## config.mk

```make
export PLATFORM = sky130hd
export DESIGN_NAME = fetch_ctrl
export DESIGN_NICKNAME = d
export VERILOG_FILES = /design/src/rtl/fetch_pkg.sv /design/src/rtl/if_id_reg.sv /design/src/rtl/fetch_ctrl.sv
export SDC_FILE = /design/constraint.sdc
export NUM_CORES = 1
export LEC_CHECK = 0
export BUFFER_PORTS_ARGS = -buffer_cell sky130_fd_sc_hd__buf_2
export CAP_MARGIN = 10
export CORE_ASPECT_RATIO = 0.8
export CORE_UTILIZATION = 30
export CTS_CLUSTER_DIAMETER = 60
export CTS_CLUSTER_SIZE = 30
export DETAILED_ROUTE_END_ITERATION = 16
export SLEW_MARGIN = 20
export SYNTH_ARGS = -nofsm -noshare
export SYNTH_HDL_FRONTEND = slang
export SYNTH_SLANG_ARGS = --single-unit
```

## constraint.sdc

```tcl
create_clock -name clk -period 2.65 [get_ports clk]
set_input_delay 0.3975 -clock clk [delete_from_list [all_inputs] [get_ports clk]]
set_output_delay 0.3975 -clock clk [all_outputs]
set_load 0.1 [all_outputs]
```

## src/rtl/fetch_pkg.sv

```systemverilog
// Shared types and constants for the instruction-fetch sequencer.
package fetch_pkg;

    typedef enum logic [2:0] {
        ST_IDLE  = 3'd0,
        ST_RUN   = 3'd1,
        ST_DRAIN = 3'd2,
        ST_HALT  = 3'd3,
        ST_FAULT = 3'd4
    } state_t;

    localparam logic [31:0] PC_INC   = 32'd4;
    localparam logic [31:0] NOP_INST = 32'h0;

endpackage

```

## src/rtl/if_id_reg.sv

```systemverilog
// IF/ID pipeline register: captures instruction word and PC+4 when enabled.
// Latency: 1 cycle from inputs to outputs.
// Backpressure: en=0 holds all fields; clr drops valid (kept low on a load with clr).
module if_id_reg
    import fetch_pkg::*;
(
    input  logic        clk,
    input  logic        reset,
    input  logic        en,
    input  logic        clr,
    input  logic [31:0] inst_d,
    input  logic [31:0] pc_plus4_d,
    output logic [31:0] inst,
    output logic [31:0] pc_plus4,
    output logic        valid
);

    always_ff @(posedge clk) begin
        if (reset) begin
            inst     <= NOP_INST;
            pc_plus4 <= '0;
            valid    <= 1'b0;
        end else if (en) begin
            inst     <= inst_d;
            pc_plus4 <= pc_plus4_d;
            valid    <= ~clr;
        end else if (clr) begin
            valid    <= 1'b0;
        end
    end

endmodule

```

## src/rtl/fetch_ctrl.sv

```systemverilog
// Fetch sequencer: owns the PC, drives imem, fills IF/ID, drains and halts at end of program.
// Latency: word at pc appears on if_id_inst one cycle later.
// Backpressure: stall holds pc and IF/ID; redirect wins over stall and squashes IF/ID.
module fetch_ctrl
    import fetch_pkg::*;
#(
    parameter int          INST_MEM_SIZE = 64,
    parameter logic [31:0] RESET_PC      = 32'h0,
    parameter int          DRAIN_CYCLES  = 4
) (
    input  logic        clk,
    input  logic        reset,
    input  logic        start,
    input  logic        stall,
    input  logic        flush,
    input  logic        redirect,
    input  logic [31:0] redirect_pc,
    output logic [31:0] imem_addr,
    input  logic [31:0] imem_inst,
    output logic [31:0] pc,
    output logic [31:0] if_id_inst,
    output logic [31:0] if_id_pc_plus4,
    output logic        if_id_valid,
    output logic        halted,
    output logic        fault,
    output logic [31:0] fetch_count
);

    localparam logic [31:0] MEM_END = 32'(4 * INST_MEM_SIZE);
    localparam int          CW      = $clog2(DRAIN_CYCLES + 2);

    state_t          state, state_nxt;
    logic [31:0]     pc_nxt;
    logic [31:0]     pc_plus4;
    logic [CW-1:0]   drain_cnt, drain_cnt_nxt;
    logic            ifid_en, ifid_clr;
    logic            redir_aligned;

    assign pc_plus4      = pc + PC_INC;
    assign redir_aligned = (redirect_pc[1:0] == 2'b00);
    assign imem_addr     = pc;
    assign halted        = (state == ST_HALT);
    assign fault         = (state == ST_FAULT);

    always_comb begin
        state_nxt     = state;
        pc_nxt        = pc;
        drain_cnt_nxt = drain_cnt;
        ifid_en       = 1'b0;
        ifid_clr      = 1'b1;
        case (state)
            ST_IDLE: begin
                if (start) state_nxt = ST_RUN;
            end
            ST_RUN: begin
                if (redirect) begin
                    if (!redir_aligned) begin
                        state_nxt = ST_FAULT;
                    end else begin
                        pc_nxt = redirect_pc;
                        if (redirect_pc >= MEM_END) begin
                            state_nxt     = ST_DRAIN;
                            drain_cnt_nxt = CW'(DRAIN_CYCLES);
                        end
                    end
                end else if (stall) begin
                    ifid_clr = flush;
                end else begin
                    ifid_en  = 1'b1;
                    ifid_clr = flush;
                    pc_nxt   = pc_plus4;
                    // last word is latched; pc moves past memory and the pipe drains
                    if (pc_plus4 >= MEM_END) begin
                        state_nxt     = ST_DRAIN;
                        drain_cnt_nxt = CW'(DRAIN_CYCLES);
                    end
                end
            end
            ST_DRAIN: begin
                if (redirect && !redir_aligned) begin
                    state_nxt = ST_FAULT;
                end else if (redirect && (redirect_pc < MEM_END)) begin
                    state_nxt = ST_RUN;
                    pc_nxt    = redirect_pc;
                end else begin
                    drain_cnt_nxt = (drain_cnt == '0) ? '0 : drain_cnt - CW'(1);
                    if (drain_cnt <= CW'(1)) state_nxt = ST_HALT;
                end
            end
            default: ;
        endcase
    end

    always_ff @(posedge clk) begin
        if (reset) begin
            state       <= ST_IDLE;
            pc          <= RESET_PC;
            drain_cnt   <= '0;
            fetch_count <= '0;
        end else begin
            state     <= state_nxt;
            pc        <= pc_nxt;
            drain_cnt <= drain_cnt_nxt;
            if (ifid_en && !ifid_clr && (fetch_count != 32'hFFFF_FFFF))
                fetch_count <= fetch_count + 32'd1;
        end
    end

    if_id_reg u_if_id (
        .clk        (clk),
        .reset      (reset),
        .en         (ifid_en),
        .clr        (ifid_clr),
        .inst_d     (imem_inst),
        .pc_plus4_d (pc_plus4),
        .inst       (if_id_inst),
        .pc_plus4   (if_id_pc_plus4),
        .valid      (if_id_valid)
    );

endmodule

```

* After elaboration in Yosys (flattened, before gate mapping)
Cells that the tools add are included.
** Storage, ports and cells
- Word-level logic and storage cells :: 77
- Flip-flop bits (word level) :: 135
- Input bits :: 70
** Cells by class
- Equality and inequality tests :: 15
- Bitwise gates (word level) :: 1
- $lt $le $gt $ge :: 4
- Mux-type cells :: 32
- Reduce and logical (&&, ||, !) cells :: 15
- $add $sub $neg :: 3
** Operator list (count)
- 32-bit two-way mux :: 5
- 32-bit by 9-bit greater-or-equal comparator with 1-bit output, second input constant :: 2
- 32-bit case mux with 2 select lines :: 1
- 3-bit two-way mux :: 17
- 32-bit by 1-bit adder with 32-bit output, second input constant :: 1
- 32-bit by 3-bit adder with 32-bit output, second input constant :: 1
- 32-bit by 9-bit < comparator with 1-bit output, second input constant :: 1
- 32-bit inequality test, second input constant :: 1
- 3-bit inequality test, second input constant :: 4
- 3-bit case mux with 3 select lines :: 1
- 2-bit inequality test, second input constant :: 4
- 4-bit inequality test, second input constant :: 2
- 1-bit two-way mux :: 7
- 7-bit AND reduction :: 1
- 3-bit by 2-bit equality test with 1-bit output, second input constant :: 2
- 3-bit zero test :: 2
- 3-bit case mux with 2 select lines :: 1
- 6-bit AND reduction :: 1
- 5-bit AND reduction :: 1
- 1-bit logical AND :: 4
- 2-bit nonzero test :: 2
- 3-bit by 1-bit equality test with 1-bit output, second input constant :: 1
- 3-bit equality test, second input constant :: 1
- 3-bit by 1-bit less-or-equal comparator with 1-bit output, second input constant :: 1
- 5 further kinds :: 6

* Depth between registers and ports, before layout
Gate-level depths: netlist of run 1.
- Depth in word-level cells :: 6
- Mapped depth :: 11
- Gate-level depth less buffers :: 9

* By module
Synthesis of run 1 repeated with hierarchy kept, for this count alone.
** Unflattened totals
- Cell total of the unflattened synthesis :: 886
- Area, all modules :: 7268.2 um^2
** Modules (own cells, without submodules)
- fetch_ctrl :: area each 4974.8 um^2, cells each 677, instances 1
- if_id_reg :: area each 2293.4 um^2, cells each 209, instances 1

* Least setup slack after synthesis of run 1
OpenSTA, ideal clock, no wires.
- Kind :: reg2reg
- From :: register pc[4], in the netlist imem_addr[4]
- To :: register state[0]
- Setup slack :: -0.650 ns
- Setup time :: 0.103 ns
- Arrival :: 3.197 ns
- Period minus slack after synthesis :: 3.300 ns
- Stages on the path, launching flop included :: 11
- Data required time :: 2.547 ns
- Cell sequence :: dfxtp_1 > buf_2 > nand4_1 > or4_4 > buf_6 > nor3_4 > nand4_1 > a22oi_2 > and4_4 > nor3_2 > a2111oi_2
** On the way
- Word-level cells in the longest chain between the ends :: 4
** Ends and longest elaborated chain
- from (decl) :: line fetch_ctrl.sv:20 : output logic [31:0] pc,
- from (signal assigned) :: line fetch_ctrl.sv:102 : pc <= pc_nxt;
- 32-bit by 3-bit adder with 32-bit output :: line fetch_ctrl.sv:39 : assign pc_plus4 = pc + PC_INC;
- 32-bit by 9-bit greater-or-equal comparator with 1-bit output :: line fetch_ctrl.sv:73 : if (pc_plus4 >= MEM_END) begin
- 3-bit inequality test (no line)
- 6-bit AND reduction (no line)
- to (signal assigned) :: line fetch_ctrl.sv:101 : state <= state_nxt;
- to (decl) :: line fetch_ctrl.sv:32 : state_t state, state_nxt;
No other way between the ends.
A chain may end at the register's enable or synchronous reset.

* Worst setup path after layout of run 1
- From :: register pc[2], in the netlist imem_addr[2]
- To :: register state[1]
The elaborated chain is that of the path after synthesis.

==> results of run 1 <==
[layout make-up]
type / instances / area (um^2)
flip-flops and latches: 135 / 2790
clock buffers: 21 / 482
inverters: 12 / 45.0
multi-input cells: 662 / 3710
clock inverters: 10 / 119
fillers: 2359 / 13400
repair buffers: 288 / 1660
well taps: 306 / 383
[per-layer routing]
layer,up-vias,GRT usage,routed length [um]
met1,3288,0.260,10700
met4,0,0.0526,233
met3,21,0.0517,1960
li1,3543,-,-
met2,289,0.276,9560
met5,-,0,0
[sequential cells by signal, indices dropped and copies added (netlist names)]
name	flops
drain_cnt	3
fetch_count	32
imem_addr	32
state	3
u_if_id.inst	32
u_if_id.pc_plus4	32
u_if_id.valid	1
[how the worst max path moves through the flow]
stage | start | end | slack (ps) | cells after the start
after detailed placement | imem_addr[2]$_SDFFE_PP0P_ | state[0]$_SDFFE_PP0P_ | -20 | 9
final | imem_addr[2]$_SDFFE_PP0P_ | state[1]$_SDFFE_PP0P_ | 150 | 8
after global routing | imem_addr[11]$_SDFFE_PP0P_ | state[0]$_SDFFE_PP0P_ | -8 | 8
after CTS | imem_addr[2]$_SDFFE_PP0P_ | state[0]$_SDFFE_PP0P_ | 20 | 8
after floorplan | imem_addr[20]$_SDFFE_PP0P_ | state[0]$_SDFFE_PP0P_ | -70 | 8
after global placement | imem_addr[2]$_SDFFE_PP0P_ | state[0]$_SDFFE_PP0P_ | 70 | 9
[power by group]
group / total [W] / internal [W] / switching [W]
Combinational: 0.00238 / 0.000514 / 0.00187
Sequential: 0.00229 / 0.00218 / 0.000118
Clock: 0.00244 / 0.00149 / 0.000947
[what timing repair did]
action / in CTS / in global routing
pin swaps: 2 / 3
gates resized for setup: 2 / 5
setup endpoints to repair: 1 / 5
hold buffers: 0 / 0
buffers inserted: 2 / 2
[metrics by stage]
| step | setup WS [ps] | hold WS (ps) |
|---|---|---|
| after floorplan | -65.9 | 454 |
| after global placement | 72.8 | 439 |
| after detailed placement | -24.2 | 443 |
| after CTS | 23.5 | 194 |
| after global routing | -8.37 | 194 |
| final | 146 | 211 |
[tightest hold or removal path: stages]
cell     delay [ps]
buf_2            90
nand2_1          40
a21oi_1          50
[cell families (layout without fill, tap and decap cells)]
family	count (synthesis)	count (layout)	synth area share
multiplexers	3	3	0.00435
flip-flops	135	135	0.391
buffers and inverters	109	331	0.0813
XOR/XNOR	50	50	0.0634
adder cells (fa/ha/maj)	4	4	0.00724
AND/OR/NAND/NOR	412	412	0.286
AO/OA/AOI/OAI	193	193	0.167
[cell usage in the layout, fill, tap and decap left out, types with 27 or more instances in the layout]
cell type	Yosys	routed
a211oi_1	28	28
a21oi_1	89	89
buf_2	4	231
buf_4	37	51
dfxtp_1	135	94
dfxtp_2	0	28
nand2_1	121	121
nand3_1	27	27
nor2_1	137	137
o21ai_0	38	37
xnor2_1	27	27
==> metrics.yaml, run 1 <==
outcome:
  status: "complete, no violations"
global_routing:
  grt_pass1_vias: 6108
  grt_pass1_wl_mm: 33.7
  grt_overflow: 0
  grt_max_degree: 89
  antenna_found_initial: 0
  grt_usage: 0.186
worst_setup_path:
  crit_fanout: 8
  start_kind: "flop"
  cp_top_family: "simple AND/OR/NAND/NOR gates"
  worstPathCellList: "nand4_1 -> or4_4 -> buf_4 -> nor4_2 -> nor4_2 -> and4_4 -> a221o_1 -> a21oi_1"
  rr_endpoint: "state[1]$_SDFFE_PP0P_"
  rr_worst_depth: 8
  cpMaxStageDelayCell: "or4_4"
  cp_num_buf_inv: 1
  worstSetupEndpointType: "flop"
  arrival_ps: 2850
  r2r_setup_slack_ps: 150
  critPathRequiredTime_ps: 2990
  slowest_delay_ps: 590
  crit_top_cell: "nor4_2"
  worst-setup-path-type: "flop to flop"
  reg2reg_from: "imem_addr[2]$_SDFFE_PP0P_"
die:
  die_h_um: 138
  dieArea_mm2: 0.0236
  initial_utilization: 0.306
  io_pins: 233
  core_area_mm2: 0.0226
  dieWidth_um: 172
  rows: 49
timing:
  report.final.slew_viol_count: 0
  setup_viol_count_final: 0
  fin_worst_skew_ps: 9.00
  worstMarginPinSlew_ps: 553
  rsz0062_at_grt: "true"
  setup-tns-final_ps: 0
  fmax_mhz: 399
  min_period_ps: 2500
  hold_violations: 0
  period_share: 0.945
  relSlewSlack: 0.627
cells_and_area:
  num_antenna_cells: 0
  nets: 1190
  postLayoutCoreUtil: 0.407
  syn_to_final_growth_pct: 32.9
  finish.instance_area_mm2: 0.00918
  drive_gt1_frac: 0.340
  instances_no_fill: 1434
pwr:
  p_per_area_mw_per_mm2: 775
  leakage_nw: 3.87
  ir_drop_v: 0.000450
  power_w: 0.00711
yosys:
  synth_area_leaders: "dfxtp_1 39%, nor2_1 7.4%, nand2_1 6.6%"
  syn_area_per_cell_um2: 7.63
  mappedNetlistArea_mm2: 0.00691
  synth_top_area_share: 0.391
  yosys_most_used_dff: "dfxtp_1"
  synth-seq-cells: 135
  async_reset_ff_frac: 0
  synth.distinct_cells: 57
  syn-num-nets: 980
  synth_common_cells: "137 x nor2_1, 135 x dfxtp_1, 121 x nand2_1"
  yosys_warnings: 0
  syn_inst: 906
  synth-edff-count: 0
  yosys.area.top_type: "dfxtp_1"
  yosysSeqAreaShare: 0.391
  yosys.cell_count.top_type: "nor2_1"
detailed_routing:
  wl_mm: 22.4
  routed-via-count: 7141
  vias_per_cell: 4.98
  dr.first_iter.drc_count: 450
  ant_nets: 0
  dr.pass1.iters: 6
  routedWlPerCell_um: 15.6
  drc: 0
clock_tree:
  htree_levels: 4
  clock_sinks: 135
  cts-root-buf: "clkbuf_16"
  cts_tree: "yes"
  clock_path_buffers: 2
  clk_pin_slew_ps: 60
  cts-buffers-inserted: 17
  clk_latency_ps: 420
hold_path:
  timing.hold.worst_endpoint: "u_if_id.inst[18]$_SDFFE_PP0P_"
  hold_path.class: "primary input to flop"
  hold_path.startpoint: "imem_inst[18]"
  min_path_cells: 3
placed_design:
  portBuffers: 232
  place.gp.congestion: 0.867
  placed_cells: 1399
  postPlaceCellArea_mm2: 0.00852
  dp_hpwl_mm: 16.2
flow_run:
  drv_cap: 0
No activity file was read; power rests on OpenSTA's default activity.
==> run 2, diff against run 1 <==
--- a/config.mk
+++ b/config.mk
@@ -12,6 +12,7 @@
 export CTS_CLUSTER_DIAMETER = 60
 export CTS_CLUSTER_SIZE = 30
 export DETAILED_ROUTE_END_ITERATION = 16
+export PLACE_DENSITY = 0.62
 export SLEW_MARGIN = 20
 export SYNTH_ARGS = -nofsm -noshare
 export SYNTH_HDL_FRONTEND = slang
==> constraint.sdc (replaced) <==
create_clock -name clk -period 2.7 [get_ports clk]
set_input_delay 0.405 -clock clk [delete_from_list [all_inputs] [get_ports clk]]
set_output_delay 0.405 -clock clk [all_outputs]
set_load 0.1 [all_outputs]
==> metrics.yaml, run 2 (synthesis results as in run 1) <==
outcome:
  status: "complete, no violations"
flow_run:
  drv_cap: 0
cells_and_area:
  most-common-layout-cells: "231 x buf_2, 137 x nor2_1, 121 x nand2_1"
  instances_no_fill: 1424
  drive_gt1_frac: 0.323
  postLayoutCoreUtil: 0.401
  multiInputGateArea_mm2: 0.00368
  fill_cells: 2370
  final_common_cell: "buf_2"
  seqCellArea_mm2: 0.00277
  syn_to_final_growth_pct: 30.9
  nets: 1179
  num_antenna_cells: 0
clock_tree:
  clk_latency_ps: 420
  clock_path_buffers: 2
  cts-buffers-inserted: 17
  cts-root-buf: "clkbuf_16"
  htree_levels: 4
  hold_buffers: 0
  cts_tree: "yes"
  clk_pin_slew_ps: 60
  clock_sinks: 135
detailed_routing:
  drc: 0
  wl_mm: 22.3
  routedWlPerCell_um: 15.6
  dr.pass1.iters: 6
  vias_per_cell: 4.95
  routed-via-count: 7046
  ant_nets: 0
  dr.first_iter.drc_count: 396
pwr:
  leakage_nw: 3.78
  ir_drop_v: 0.000421
  p_per_area_mw_per_mm2: 771
  power_w: 0.00697
die:
  io_pins: 233
  core_area_mm2: 0.0226
  dieWidth_um: 172
  rows: 49
  die_h_um: 138
  initial_utilization: 0.306
  dieArea_mm2: 0.0236
timing:
  worstMarginPinSlew_ps: 766
  hold_violations: 0
  fmax_mhz: 386
  period_share: 0.960
  report.final.slew_viol_count: 0
  setup_slack_ps: 108
  setup_viol_count_final: 0
  fin_worst_skew_ps: 15.4
  relSlewSlack: 0.489
  holdWs_ps: 225
  min_period_ps: 2590
worst_setup_path:
  worstPathCellList: "ha_1 -> and3_2 -> and4_1 -> or3_1 -> a22oi_1 -> and4_1 -> and4_4 -> nor3_2 -> a2111oi_2"
  crit_top_cell: "and4_1"
  start_kind: "flop"
  cp_num_buf_inv: 0
  slowest_delay_ps: 370
  cpMaxStageDelayCell: "dfxtp_4"
  crit_fanout: 8
  worst-setup-path-type: "flop to flop"
  critPathRequiredTime_ps: 3010
  cp_top_family: "simple AND/OR/NAND/NOR gates"
  worstSetupEndpointType: "flop"
  arrival_ps: 2900
global_routing:
  grt_pass1_wl_mm: 34.0
  antenna_found_initial: 0
  grt_max_degree: 89
  grt_pass1_vias: 6187
  grt_overflow: 0
  grt_usage: 0.186
placed_design:
  preCtsSetupSlack_ps: 89.6
  portBuffers: 232
  place.gp.congestion: 0.897
  dp_hpwl_mm: 16.0
  placed_cells: 1387
hold_path:
  hold_path.class: "primary input to flop"
[run 2: per-stage QoR]
stage | setup TNS, ps | cell area [um^2]
2_1_floorplan | -58.6 | 6990
3_3_place_gp | 0 | 8390
3_5_place_dp | 0 | 8390
4_1_cts | 0 | 9010
5_1_grt | -15.3 | 9040
6_report | 0 | 9040
[run 2: cell type report]
| class | instances | area share |
|---|---|---|
| Clock buffer | 20 | 0.0528 |
| Clock inverter | 12 | 0.0151 |
| Inverter | 12 | 0.00498 |
| Multi-Input combinational cell | 662 | 0.407 |
| Sequential cell | 135 | 0.307 |
| Tap cell | 306 | 0.0423 |
| Timing Repair Buffer | 277 | 0.172 |
[run 2: path summary, 6_finish.rpt]
check / slack [ps] / end / cells after the start / from
hold / removal: 230 / u_if_id.inst[11]$_SDFFE_PP0P_ / 3 / imem_inst[11]
hold reg to reg: 450 / u_if_id.inst[24]$_SDFFE_PP0P_ / 2 / u_if_id.inst[24]$_SDFFE_PP0P_
setup reg to reg: 110 / state[0]$_SDFFE_PP0P_ / 9 / imem_addr[2]$_SDFFE_PP0P_
setup / recovery: 110 / state[0]$_SDFFE_PP0P_ / 9 / imem_addr[2]$_SDFFE_PP0P_
[run 2: what timing repair did]
action / in CTS / in global routing
endpoints found under the setup margin: 0 / 1
gates resized for setup: 0 / 1
setup buffers: 0 / 5
[run 2: report_power, final]
part / internal, W / leakage, nW / total, W / switching, W
Combinational: 0.000479 / 2.37 / 0.00230 / 0.00183
Sequential: 0.00214 / 1.11 / 0.00226 / 0.000124
Clock: 0.00148 / 0.299 / 0.00241 / 0.000933
Total: 0.00409 / 3.78 / 0.00697 / 0.00288
[run 2: worst min-delay path, cell delays in order]
cell     delay (ps)
buf_2            90
nand2_1          40
a21oi_1          50
[run 2: metal layers]
metal / GRT usage / share of wire / vias to the layer above
met2: 0.272 / 0.43 / 233
met5: 0 / 0 / -
met3: 0.0540 / 0.080 / 23
met4: 0.0635 / 0.016 / 0
li1: - / - / 3523
met1: 0.258 / 0.48 / 3267
